$ cat config.mk
export PLATFORM = sky130hd
export DESIGN_NAME = axi_hp_rd_arbiter_flat
export DESIGN_NICKNAME = d
export VERILOG_FILES = /design/src/rtl/axi_hp_rd_arbiter_if.sv /design/src/rtl/axi_hp_rd_arbiter.sv /design/src/flat_wrapper.sv
export SDC_FILE = /design/constraint.sdc
export NUM_CORES = 1
export LEC_CHECK = 0
export ABC_AREA = 1
export CAP_MARGIN = 5
export CORE_MARGIN = 5
export CORE_UTILIZATION = 34
export DETAILED_ROUTE_END_ITERATION = 8
export PLACE_DENSITY_LB_ADDON = 0.1
export SLEW_MARGIN = 30
export SYNTH_ARGS = -nofsm -noshare
export SYNTH_HDL_FRONTEND = slang
export SYNTH_SLANG_ARGS = --single-unit
export TNS_END_PERCENT = 20
$ cat constraint.sdc
create_clock -name clk_i -period 1.9 [get_ports clk_i]
set_input_delay 0.38 -clock clk_i [delete_from_list [all_inputs] [get_ports clk_i]]
set_output_delay 0.38 -clock clk_i [all_outputs]
set_load 0.01 [all_outputs]
$ cat src/rtl/axi_hp_rd_arbiter_if.sv
// Bus bundles for the HP read arbiter.
//   axi_hp_rd_req_if : the two requester-side AR/R channels (packed per requester)
//   axi_hp_rd_hp_if  : the single AR/R channel towards the PS AXI_HP port
// Signal suffixes are relative to the arbiter (_i = into arbiter, _o = out of it).
interface axi_hp_rd_req_if #(
    parameter int ADDR_W = 32,
    parameter int DATA_W = 32,
    parameter int LEN_W  = 4
);
    logic [1:0]          s_arvalid_i;
    logic [1:0]          s_arready_o;
    logic [2*ADDR_W-1:0] s_araddr_i;
    logic [2*LEN_W-1:0]  s_arlen_i;
    logic [5:0]          s_arsize_i;
    logic [1:0]          s_rvalid_o;
    logic [1:0]          s_rready_i;
    logic [DATA_W-1:0]   s_rdata_o;
    logic [1:0]          s_rresp_o;
    logic                s_rlast_o;

    // requesters drive AR and R-ready
    modport master (
        output s_arvalid_i, s_araddr_i, s_arlen_i, s_arsize_i, s_rready_i,
        input  s_arready_o, s_rvalid_o, s_rdata_o, s_rresp_o, s_rlast_o
    );
    // arbiter view
    modport slave (
        input  s_arvalid_i, s_araddr_i, s_arlen_i, s_arsize_i, s_rready_i,
        output s_arready_o, s_rvalid_o, s_rdata_o, s_rresp_o, s_rlast_o
    );
endinterface

interface axi_hp_rd_hp_if #(
    parameter int ADDR_W = 32,
    parameter int DATA_W = 32,
    parameter int LEN_W  = 4,
    parameter int ID_W   = 6
);
    logic              m_arvalid_o;
    logic              m_arready_i;
    logic [ADDR_W-1:0] m_araddr_o;
    logic [LEN_W-1:0]  m_arlen_o;
    logic [2:0]        m_arsize_o;
    logic [1:0]        m_arburst_o;
    logic [ID_W-1:0]   m_arid_o;
    logic              m_rvalid_i;
    logic              m_rready_o;
    logic [DATA_W-1:0] m_rdata_i;
    logic [1:0]        m_rresp_i;
    logic              m_rlast_i;
    logic [ID_W-1:0]   m_rid_i;

    // arbiter view
    modport master (
        output m_arvalid_o, m_araddr_o, m_arlen_o, m_arsize_o, m_arburst_o, m_arid_o, m_rready_o,
        input  m_arready_i, m_rvalid_i, m_rdata_i, m_rresp_i, m_rlast_i, m_rid_i
    );
    // HP port view
    modport slave (
        input  m_arvalid_o, m_araddr_o, m_arlen_o, m_arsize_o, m_arburst_o, m_arid_o, m_rready_o,
        output m_arready_i, m_rvalid_i, m_rdata_i, m_rresp_i, m_rlast_i, m_rid_i
    );
endinterface

$ cat src/rtl/axi_hp_rd_arbiter.sv
// Two-requester round-robin read arbiter for one PS AXI_HP read port.
// One burst in flight at a time, so R beats always belong to the current grant.
// Checks beat count and RID per burst; errors collect in a sticky flag.
// Optional macro ARB_PERF_CNT_EN adds saturating per-requester grant counters.
module axi_hp_rd_arbiter #(
    parameter int ADDR_W = 32,
    parameter int DATA_W = 32,
    parameter int LEN_W  = 4,
    parameter int ID_W   = 6,
    parameter int CNT_W  = 32
) (
    input  logic              clk_i,
    input  logic              rst_i,
    axi_hp_rd_req_if.slave    s,
    axi_hp_rd_hp_if.master    m,
    output logic              grant_o,
    output logic              busy_o,
    output logic              err_o,
`ifdef ARB_PERF_CNT_EN
    output logic [CNT_W-1:0]  gnt_cnt0_o,
    output logic [CNT_W-1:0]  gnt_cnt1_o,
`endif
    input  logic              err_clr_i
);

    localparam logic [1:0] IDLE = 2'd0;
    localparam logic [1:0] ADDR = 2'd1;
    localparam logic [1:0] DATA = 2'd2;

    logic [1:0]        state_q, state_d;
    logic              last_q, last_d;
    logic              gnt_q, gnt_d;
    logic [ADDR_W-1:0] addr_q, addr_d;
    logic [LEN_W-1:0]  len_q, len_d;
    logic [2:0]        size_q, size_d;
    logic [LEN_W:0]    beat_q, beat_d;
    logic              err_q, err_d;

    logic req_any, g_sel, ar_hs, in_data, r_hs, err_set;

    // Both requesting: alternate against the last winner; otherwise the lone requester wins.
    assign req_any = |s.s_arvalid_i;
    assign g_sel   = (&s.s_arvalid_i) ? ~last_q : s.s_arvalid_i[1];
    assign ar_hs   = (state_q == IDLE) && req_any;
    assign in_data = (state_q == DATA);

    // Requester side: ready only in IDLE; R is broadcast, valid steered to the grant.
    assign s.s_arready_o = (ar_hs && !rst_i) ? (g_sel ? 2'b10 : 2'b01) : 2'b00;
    assign s.s_rvalid_o  = (in_data && m.m_rvalid_i) ? (gnt_q ? 2'b10 : 2'b01) : 2'b00;
    assign s.s_rdata_o   = m.m_rdata_i;
    assign s.s_rresp_o   = m.m_rresp_i;
    assign s.s_rlast_o   = m.m_rlast_i;

    // HP side: AR comes straight from the captured registers.
    assign m.m_arvalid_o = (state_q == ADDR);
    assign m.m_araddr_o  = addr_q;
    assign m.m_arlen_o   = len_q;
    assign m.m_arsize_o  = size_q;
    assign m.m_arburst_o = 2'b01;
    assign m.m_arid_o    = ID_W'(gnt_q);
    assign m.m_rready_o  = in_data && s.s_rready_i[gnt_q];

    assign r_hs = in_data && m.m_rvalid_i && m.m_rready_o;

    // beat_q counts beats already accepted, so a well-formed last beat sees beat_q == arlen.
    assign err_set = r_hs && (( m.m_rlast_i && (beat_q != {1'b0, len_q})) ||
                              (!m.m_rlast_i && (beat_q >= {1'b0, len_q})) ||
                              (m.m_rid_i != m.m_arid_o));

    // Flag shows up in the offending handshake cycle and then holds.
    assign err_o   = err_q || err_set;
    assign err_d   = err_set ? 1'b1 : (err_clr_i ? 1'b0 : err_q);
    assign grant_o = gnt_q;
    assign busy_o  = (state_q != IDLE);

    // Next-state: grant/capture in IDLE, wait for AR accept, count beats to rlast.
    always_comb begin
        state_d = state_q;
        last_d  = last_q;
        gnt_d   = gnt_q;
        addr_d  = addr_q;
        len_d   = len_q;
        size_d  = size_q;
        beat_d  = beat_q;
        case (state_q)
            IDLE: begin
                if (req_any) begin
                    gnt_d   = g_sel;
                    last_d  = g_sel;
                    addr_d  = g_sel ? s.s_araddr_i[2*ADDR_W-1:ADDR_W] : s.s_araddr_i[ADDR_W-1:0];
                    len_d   = g_sel ? s.s_arlen_i[2*LEN_W-1:LEN_W]    : s.s_arlen_i[LEN_W-1:0];
                    size_d  = g_sel ? s.s_arsize_i[5:3]               : s.s_arsize_i[2:0];
                    state_d = ADDR;
                end
            end
            ADDR: begin
                if (m.m_arready_i) begin
                    beat_d  = '0;
                    state_d = DATA;
                end
            end
            DATA: begin
                if (r_hs) begin
                    // saturate so a runaway burst keeps reporting overrun
                    if (!(&beat_q)) beat_d = beat_q + 1'b1;
                    if (m.m_rlast_i) state_d = IDLE;
                end
            end
            default: state_d = IDLE;
        endcase
    end

    // State and captured AR registers; last grant starts at 1 so requester 0 wins first.
    always_ff @(posedge clk_i or posedge rst_i) begin
        if (rst_i) begin
            state_q <= IDLE;
            last_q  <= 1'b1;
            gnt_q   <= 1'b0;
            addr_q  <= '0;
            len_q   <= '0;
            size_q  <= '0;
            beat_q  <= '0;
            err_q   <= 1'b0;
        end else begin
            state_q <= state_d;
            last_q  <= last_d;
            gnt_q   <= gnt_d;
            addr_q  <= addr_d;
            len_q   <= len_d;
            size_q  <= size_d;
            beat_q  <= beat_d;
            err_q   <= err_d;
        end
    end

`ifdef ARB_PERF_CNT_EN
    logic [CNT_W-1:0] cnt0_q, cnt0_d, cnt1_q, cnt1_d;

    assign cnt0_d = err_clr_i ? '0 :
                    (ar_hs && !g_sel && !(&cnt0_q)) ? cnt0_q + 1'b1 : cnt0_q;
    assign cnt1_d = err_clr_i ? '0 :
                    (ar_hs &&  g_sel && !(&cnt1_q)) ? cnt1_q + 1'b1 : cnt1_q;
    assign gnt_cnt0_o = cnt0_q;
    assign gnt_cnt1_o = cnt1_q;

    // Saturating grant counters, cleared together with the error flag.
    always_ff @(posedge clk_i or posedge rst_i) begin
        if (rst_i) begin
            cnt0_q <= '0;
            cnt1_q <= '0;
        end else begin
            cnt0_q <= cnt0_d;
            cnt1_q <= cnt1_d;
        end
    end
`endif

endmodule
$ cat src/flat_wrapper.sv
// flat-port wrapper written by rule: the top's interface ports become plain ports
module axi_hp_rd_arbiter_flat 
#(
    parameter int ADDR_W = 32,
    parameter int DATA_W = 32,
    parameter int LEN_W  = 4,
    parameter int ID_W   = 6,
    parameter int CNT_W  = 32
)
  (clk_i, rst_i, grant_o, busy_o, err_o, err_clr_i, s_s_arvalid_i, s_s_araddr_i, s_s_arlen_i, s_s_arsize_i, s_s_rready_i, s_s_arready_o, s_s_rvalid_o, s_s_rdata_o, s_s_rresp_o, s_s_rlast_o, m_m_arvalid_o, m_m_araddr_o, m_m_arlen_o, m_m_arsize_o, m_m_arburst_o, m_m_arid_o, m_m_rready_o, m_m_arready_i, m_m_rvalid_i, m_m_rdata_i, m_m_rresp_i, m_m_rlast_i, m_m_rid_i);
  axi_hp_rd_req_if #(.ADDR_W(ADDR_W), .DATA_W(DATA_W), .LEN_W(LEN_W)) s_i ();
  axi_hp_rd_hp_if #(.ADDR_W(ADDR_W), .DATA_W(DATA_W), .LEN_W(LEN_W), .ID_W(ID_W)) m_i ();
  input  logic clk_i;
  input  logic rst_i;
  output logic grant_o;
  output logic busy_o;
  output logic err_o;
  input  logic err_clr_i;
  input wire logic [$bits(s_i.s_arvalid_i)-1:0] s_s_arvalid_i;
  input wire logic [$bits(s_i.s_araddr_i)-1:0] s_s_araddr_i;
  input wire logic [$bits(s_i.s_arlen_i)-1:0] s_s_arlen_i;
  input wire logic [$bits(s_i.s_arsize_i)-1:0] s_s_arsize_i;
  input wire logic [$bits(s_i.s_rready_i)-1:0] s_s_rready_i;
  output wire logic [$bits(s_i.s_arready_o)-1:0] s_s_arready_o;
  output wire logic [$bits(s_i.s_rvalid_o)-1:0] s_s_rvalid_o;
  output wire logic [$bits(s_i.s_rdata_o)-1:0] s_s_rdata_o;
  output wire logic [$bits(s_i.s_rresp_o)-1:0] s_s_rresp_o;
  output wire logic [$bits(s_i.s_rlast_o)-1:0] s_s_rlast_o;
  output wire logic [$bits(m_i.m_arvalid_o)-1:0] m_m_arvalid_o;
  output wire logic [$bits(m_i.m_araddr_o)-1:0] m_m_araddr_o;
  output wire logic [$bits(m_i.m_arlen_o)-1:0] m_m_arlen_o;
  output wire logic [$bits(m_i.m_arsize_o)-1:0] m_m_arsize_o;
  output wire logic [$bits(m_i.m_arburst_o)-1:0] m_m_arburst_o;
  output wire logic [$bits(m_i.m_arid_o)-1:0] m_m_arid_o;
  output wire logic [$bits(m_i.m_rready_o)-1:0] m_m_rready_o;
  input wire logic [$bits(m_i.m_arready_i)-1:0] m_m_arready_i;
  input wire logic [$bits(m_i.m_rvalid_i)-1:0] m_m_rvalid_i;
  input wire logic [$bits(m_i.m_rdata_i)-1:0] m_m_rdata_i;
  input wire logic [$bits(m_i.m_rresp_i)-1:0] m_m_rresp_i;
  input wire logic [$bits(m_i.m_rlast_i)-1:0] m_m_rlast_i;
  input wire logic [$bits(m_i.m_rid_i)-1:0] m_m_rid_i;
  assign s_i.s_arvalid_i = s_s_arvalid_i;
  assign s_i.s_araddr_i = s_s_araddr_i;
  assign s_i.s_arlen_i = s_s_arlen_i;
  assign s_i.s_arsize_i = s_s_arsize_i;
  assign s_i.s_rready_i = s_s_rready_i;
  assign s_s_arready_o = s_i.s_arready_o;
  assign s_s_rvalid_o = s_i.s_rvalid_o;
  assign s_s_rdata_o = s_i.s_rdata_o;
  assign s_s_rresp_o = s_i.s_rresp_o;
  assign s_s_rlast_o = s_i.s_rlast_o;
  assign m_m_arvalid_o = m_i.m_arvalid_o;
  assign m_m_araddr_o = m_i.m_araddr_o;
  assign m_m_arlen_o = m_i.m_arlen_o;
  assign m_m_arsize_o = m_i.m_arsize_o;
  assign m_m_arburst_o = m_i.m_arburst_o;
  assign m_m_arid_o = m_i.m_arid_o;
  assign m_m_rready_o = m_i.m_rready_o;
  assign m_i.m_arready_i = m_m_arready_i;
  assign m_i.m_rvalid_i = m_m_rvalid_i;
  assign m_i.m_rdata_i = m_m_rdata_i;
  assign m_i.m_rresp_i = m_m_rresp_i;
  assign m_i.m_rlast_i = m_m_rlast_i;
  assign m_i.m_rid_i = m_m_rid_i;
  axi_hp_rd_arbiter #(.ADDR_W(ADDR_W), .DATA_W(DATA_W), .LEN_W(LEN_W), .ID_W(ID_W), .CNT_W(CNT_W)) u_core (.clk_i(clk_i), .rst_i(rst_i), .s(s_i), .m(m_i), .grant_o(grant_o), .busy_o(busy_o), .err_o(err_o), .err_clr_i(err_clr_i));
endmodule
==> impl_metrics.json, run 1 <==
{
  "outcome": "finished with violations",
  "failed_checks": "setup timing",
  "rsz_0062_raised_after_global_routing": "true",
  "slew_violations": 0,
  "yosys_warnings": 0,
  "timing.final.hold_violations": 0,
  "number_of_cts_inserted_buffers": 5,
  "layout_setup_ws_ns": -0.104,
  "filler_cell_count": 803,
  "clkSlewWorstSetupHoldPaths_ns": 0.09,
  "syn-mean-instance-area_um2": 7.69,
  "final_antenna_net_count": 0,
  "cp_data_required_time_ns": 1.52,
  "initialDrtViolationCount": 80,
  "dp_cells": 592,
  "yosysUniqueCellTypes": 27,
  "end_kind": "output pin",
  "die_area_um2": 10200,
  "p_leak_uw": 0.00198,
  "clock_latency_ns": 0.29,
  "cts_hold_buffers": 0,
  "arrival_ns": 1.62,
  "antennaDiodeCount": 0,
  "post_drt_wl_per_cell_um": 13.8,
  "clk_root_buffer_cell": "sky130_fd_sc_hd__clkbuf_8",
  "vert_die_dim_um": 101,
  "postSynthRegisterBits": 49,
  "critical_path.startpoint_type": "flop",
  "synth-edff-count": 0,
  "finalClockSkew_ns": 0.00435,
  "placeableCoreArea_um2": 8180,
  "layout.cell_area.non_filler_um2": 4350,
  "antenna_violations_before_repair": 0,
  "setup_total_neg_slack_ns": -0.104,
  "remaining_drcs": 0,
  "ys_dominant_reg_cell": "sky130_fd_sc_hd__dfrtp_1",
  "gp_congestion": 0.828,
  "sequential_cell_area_fraction_in_the_yosys_report": 0.434,
  "grt-ovfl-total": 0,
  "cts-htree-levels": 2,
  "holdCritStartpoint": "u_core.last_q",
  "place_worst_setup_slack_ns": -0.382,
  "ioPinCount": 219,
  "cap_viol_max_count": 0,
  "dr_total_vias": 2756,
  "synth_area_leader_cell": "sky130_fd_sc_hd__dfrtp_1",
  "post-route-min-period_ns": 2.00,
  "die_x_um": 101,
  "drt-vias-per-instance": 4.56,
  "synth.most_common_cell": "sky130_fd_sc_hd__nor2_1",
  "yosys-top-cells-count": "87 x sky130_fd_sc_hd__nor2_1, 63 x sky130_fd_sc_hd__nand2_1, 48 x sky130_fd_sc_hd__dfrtp_1",
  "placedInstanceArea_um2": 4240,
  "synthDominantCellAreaShare": 0.425,
  "fmax_mhz": 499,
  "drt_first_pass_iters": 4,
  "grt.total_usage": 0.163,
  "postRouteWirelength_um": 8310,
  "power.ir.vdd_worst_mv": 0.508,
  "hp-class": "flop to flop",
  "postSynth.asyncResetShare": 1.00,
  "io_buffers": 143,
  "grt_pass1_wl_um": 13500,
  "fin_cells": 604,
  "cts_num_sinks": 49,
  "synthesis.area_um2": 2830,
  "final-setup-viol-count": 1,
  "area_delta_synth_final_pct": 53.8,
  "worst_r2r_startpoint": "u_core.beat_q[0]",
  "finalNetCount": 632,
  "p_per_area_nw_per_um2": 1290,
  "startpoint": "u_core.m.m_arlen_o[2]",
  "post_synth_main_area_contributors": "sky130_fd_sc_hd__dfrtp_1 42%, sky130_fd_sc_hd__nor2_1 12%, sky130_fd_sc_hd__buf_4 11%",
  "clk_path_buf_depth": 2,
  "hpwl_um": 6510,
  "floorplan.initialDensity": 0.346,
  "num_rows": 33,
  "cp_max_fo": 2,
  "path_class": "flop to output pin",
  "final_layout_size_suffix_gt1_frac": 0.138,
  "syn-instance-count": 368,
  "tritoncts_clock_tree": "yes",
  "final_min_period_over_clock_period": 1.05,
  "maximum_number_of_pins_on_one_net_before_global_route_repair": 28,
  "grt_pass1_vias": 2826
}
[report_power, final]
| group | total (uW) | leakage, uW | internal (uW) | switching, uW |
|---|---|---|---|---|
| combinational | 3250 | 0.00135 | 1680 | 1560 |
| clock | 593 | 0.0000450 | 256 | 337 |
| sequential | 1790 | 0.000582 | 1530 | 261 |
[critical path, stage by stage (launching register included)]
cell,delay (ns)
sky130_fd_sc_hd__dfrtp_1,0.37
sky130_fd_sc_hd__inv_2,0.05
sky130_fd_sc_hd__ha_1,0.28
sky130_fd_sc_hd__nand3_2,0.09
sky130_fd_sc_hd__nor2_2,0.11
sky130_fd_sc_hd__nor2_1,0.04
sky130_fd_sc_hd__nor2_1,0.08
sky130_fd_sc_hd__nand2_1,0.06
sky130_fd_sc_hd__nand2_1,0.07
sky130_fd_sc_hd__nand2_1,0.05
sky130_fd_sc_hd__buf_2,0.13
[what timing repair did]
action	CTS	global route
pin swaps	3	1
endpoints found under the setup margin	6	4
gates resized for setup	18	5
buffers inserted	1	3
hold endpoints to repair	0	0
[layout by cell type, fill, tap and decap left out, drive strengths merged]
cell           instances
nand3                  5
nand2                 65
nor2                  89
nand3b                 2
ha                     6
nor3                  15
conb                   7
clkdlybuf4s50        136
clkinv                 3
dfrtp                 48
xor2                   1
a21oi                  1
nor3b                  1
dfstp                  1
dlygate4sd2            3
o21ai                 44
buf                   34
clkbuf                 7
or2                    1
inv                   24
o22ai                  6
[per-stage QoR]
stage	hold WS, ns	total power [uW]	util
global route	0.511	6130	0.532
detailed placement	0.467	5040	0.518
CTS	0.481	5690	0.530
floorplan	0.443	3370	-
global placement	0.468	4980	0.518
finish	0.477	5630	0.532
[flip-flops by register name, indices dropped and copies added, names as in the netlist]
| name | flops |
|---|---|
| u_core.m.m_araddr_o | 32 |
| u_core.m.m_arlen_o | 4 |
| u_core.m.m_arsize_o | 3 |
| u_core.last_q | 1 |
| u_core.err_q | 1 |
| u_core.state_q | 2 |
| u_core.grant_o | 1 |
| u_core.beat_q | 5 |
[path summary, 6_finish.rpt]
path | slack, ns | depth (start not counted) | to
min in group asynchronous | 0.51 | 3 | u_core.m.m_araddr_o[10]
max reg2reg | 0.12 | 12 | u_core.beat_q[4]
max in group asynchronous | 0.93 | 4 | u_core.m.m_araddr_o[16]
min reg2reg | 0.48 | 2 | u_core.last_q
max | -0.10 | 10 | err_o
min | 0.48 | 2 | u_core.last_q
[cells by family (layout without fill, tap and decap cells)]
family	after synthesis	count (layout)	share of synthesized area
compound gates	51	51	0.0942
xor+xnor	1	1	0.00310
fa+ha+maj	6	6	0.0265
buf+inv	81	207	0.172
flops	49	49	0.434
other cells	2	7	0.00265
simple gates	178	178	0.268
[final cells by class]
class,count,area [um2],share of cell area
clock buffers,6,72.6,0.0167
clock inverters,2,10.0,0.00230
inverters,25,96.3,0.0221
multi-input cells,243,1160,0.266
flip-flops and latches,49,1230,0.282
well taps,105,131,0.0302
repair buffers,174,1660,0.381
[layer usage]
metal / track usage / wire, um / vias up
met5: 0 / 0 / -
met4: 0.0389 / 102 / 0
met3: 0.0537 / 881 / 12
met2: 0.269 / 3820 / 126
met1: 0.208 / 3510 / 1250
li1: - / - / 1368
No activity file was read; power rests on OpenSTA's default activity.
==> run 2: changes to the inputs <==
--- a/config.mk
+++ b/config.mk
@@ -7,6 +7,7 @@
 export LEC_CHECK = 0
 export ABC_AREA = 1
 export CAP_MARGIN = 5
+export CORE_ASPECT_RATIO = 0.9
 export CORE_MARGIN = 5
 export CORE_UTILIZATION = 34
 export DETAILED_ROUTE_END_ITERATION = 8
==> impl_metrics.json, run 2 (synthesis results as in run 1) <==
{
  "outcome": "finished with violations",
  "failed_checks": "setup timing",
  "final-setup-viol-count": 1,
  "final_common_cell": "sky130_fd_sc_hd__clkdlybuf4s50_1",
  "power.ir.vdd_worst_mv": 0.561,
  "number_of_cts_inserted_buffers": 5,
  "timing.final.hold_violations": 0,
  "postRouteWirelength_um": 8280,
  "cp_max_fo": 2,
  "holdCritStartpoint": "u_core.last_q",
  "grt_most_used_layer": "met2",
  "slew_violations": 0,
  "grt_use_met2": 0.268,
  "final_antenna_net_count": 0,
  "rsz_0062_raised_after_global_routing": "true",
  "grt_pass1_vias": 2784,
  "place_worst_setup_slack_ns": -0.406,
  "ioPinCount": 219,
  "cp_data_required_time_ns": 1.52,
  "clkSlewWorstSetupHoldPaths_ns": 0.09,
  "arrival_ns": 1.65,
  "dp_cells": 588,
  "grt_use_met1": 0.199,
  "drt_first_pass_iters": 4,
  "layout_setup_ws_ns": -0.130,
  "placeableCoreArea_um2": 8070,
  "vert_die_dim_um": 96.5,
  "setup_total_neg_slack_ns": -0.130,
  "worst_r2r_startpoint": "u_core.beat_q[0]",
  "finalClockSkew_ns": 0.00558,
  "drt-vias-per-instance": 4.55,
  "clk_path_buf_depth": 2,
  "critical_path.startpoint_type": "flop",
  "path_class": "flop to output pin",
  "final_min_period_over_clock_period": 1.07,
  "hpwl_um": 6380,
  "largest_register_ff_count": 32,
  "whs_ns": 0.473,
  "die_x_um": 106,
  "p_per_area_nw_per_um2": 1300,
  "post-route-min-period_ns": 2.03,
  "grt_pass1_wl_um": 13400,
  "end_kind": "output pin",
  "gp_congestion": 0.784,
  "totalPowerFinal_uw": 5660,
  "io_buffers": 143,
  "grt.total_usage": 0.163,
  "cts_num_sinks": 49,
  "final_layout_size_suffix_gt1_frac": 0.147,
  "floorplan.initialDensity": 0.351,
  "clk_root_buffer_cell": "sky130_fd_sc_hd__clkbuf_8",
  "gr-usage-met3": 0.0651,
  "startpoint": "u_core.m.m_arlen_o[2]",
  "antenna_violations_before_repair": 1,
  "fmax_mhz": 493,
  "layout.cells.most_common_list": "134 x sky130_fd_sc_hd__clkdlybuf4s50_1, 85 x sky130_fd_sc_hd__nor2_1, 60 x sky130_fd_sc_hd__nand2_1",
  "die_area_um2": 10200,
  "dr_total_vias": 2718,
  "maximum_number_of_pins_on_one_net_before_global_route_repair": 39,
  "initialDrtViolationCount": 84,
  "setup.reg_to_reg.worst_slack_ns": 0.17,
  "finalNetCount": 631,
  "post_drt_wl_per_cell_um": 13.8,
  "filler_cell_count": 826,
  "tritoncts_clock_tree": "yes",
  "cap_viol_max_count": 0,
  "num_rows": 31,
  "remaining_drcs": 0,
  "grt-ovfl-total": 0,
  "cts-htree-levels": 2,
  "area_delta_synth_final_pct": 54.0,
  "hp-class": "flop to flop",
  "clock_latency_ns": 0.30,
  "p_leak_uw": 0.00199,
  "fin_cells": 598
}
## run 2: cell count changes in the layout (fill, tap and decap cells not counted), moves of 2 or more
cell | previous run | this run
sky130_fd_sc_hd__nand2_1 | 63 | 60
sky130_fd_sc_hd__nand2_2 | 2 | 5
sky130_fd_sc_hd__clkdlybuf4s50_1 | 136 | 134
sky130_fd_sc_hd__dlygate4sd2_1 | 3 | 1
sky130_fd_sc_hd__dlymetal6s2s_1 | 0 | 2
## run 2: critical path: stages, from the launching register on
cell and delay, ns:
sky130_fd_sc_hd__dfrtp_1 0.35, sky130_fd_sc_hd__inv_1 0.06, sky130_fd_sc_hd__ha_1 0.29, sky130_fd_sc_hd__nand3_2 0.09
sky130_fd_sc_hd__nor2_2 0.13, sky130_fd_sc_hd__nor2_1 0.05, sky130_fd_sc_hd__nor2_1 0.09, sky130_fd_sc_hd__nand2_1 0.05
sky130_fd_sc_hd__nand2_1 0.06, sky130_fd_sc_hd__nand2_1 0.05, sky130_fd_sc_hd__buf_2 0.13
## run 2: final cells by class
class	count	area, um2	area share
clock inverter	2	10.0	0.00230
sequential	49	1230	0.282
tap	99	124	0.0284
multi-input combinational	243	1180	0.270
antenna	1	2.50	0.000575
timing repair buffer	173	1650	0.378
inverter	25	96.3	0.0221
clock buffer	6	72.6	0.0167
## run 2: stage by stage
stage,util,area (um2)
after floorplan,-,2850
after global placement,0.526,4240
after detailed placement,0.526,4240
after CTS,0.538,4340
after global routing,0.540,4360
final,0.540,4360
## run 2: final timing paths
path | to | depth (start not counted)
max | err_o | 10
min | u_core.last_q | 2
min reg2reg | u_core.last_q | 2
max in group asynchronous | u_core.last_q | 4
max reg2reg | u_core.beat_q[0] | 12
min in group asynchronous | u_core.m.m_araddr_o[10] | 4
## run 2: power by group
| part | leakage, uW | internal (uW) | switching, uW | total [uW] |
|---|---|---|---|---|
| registers | 0.000582 | 1530 | 258 | 1790 |
| logic | 0.00136 | 1690 | 1570 | 3260 |
| clock network | 0.0000450 | 256 | 353 | 609 |
## run 2: repair_timing
item / 4_1_cts / 5_1_grt
hold buffers: 0 / 0
gates cloned: 0 / 0
setup buffers: 1 / 0
pin swaps: 3 / 1
endpoints found under the setup margin: 7 / 9
resized for setup: 20 / 13
endpoints found under the hold margin: 0 / 0
## run 2: routing by layer
layer	wire (um)	part of all wire
met2	4000	0.48
met4	120	0.014
met1	3460	0.42
met5	0	0
met3	700	0.085
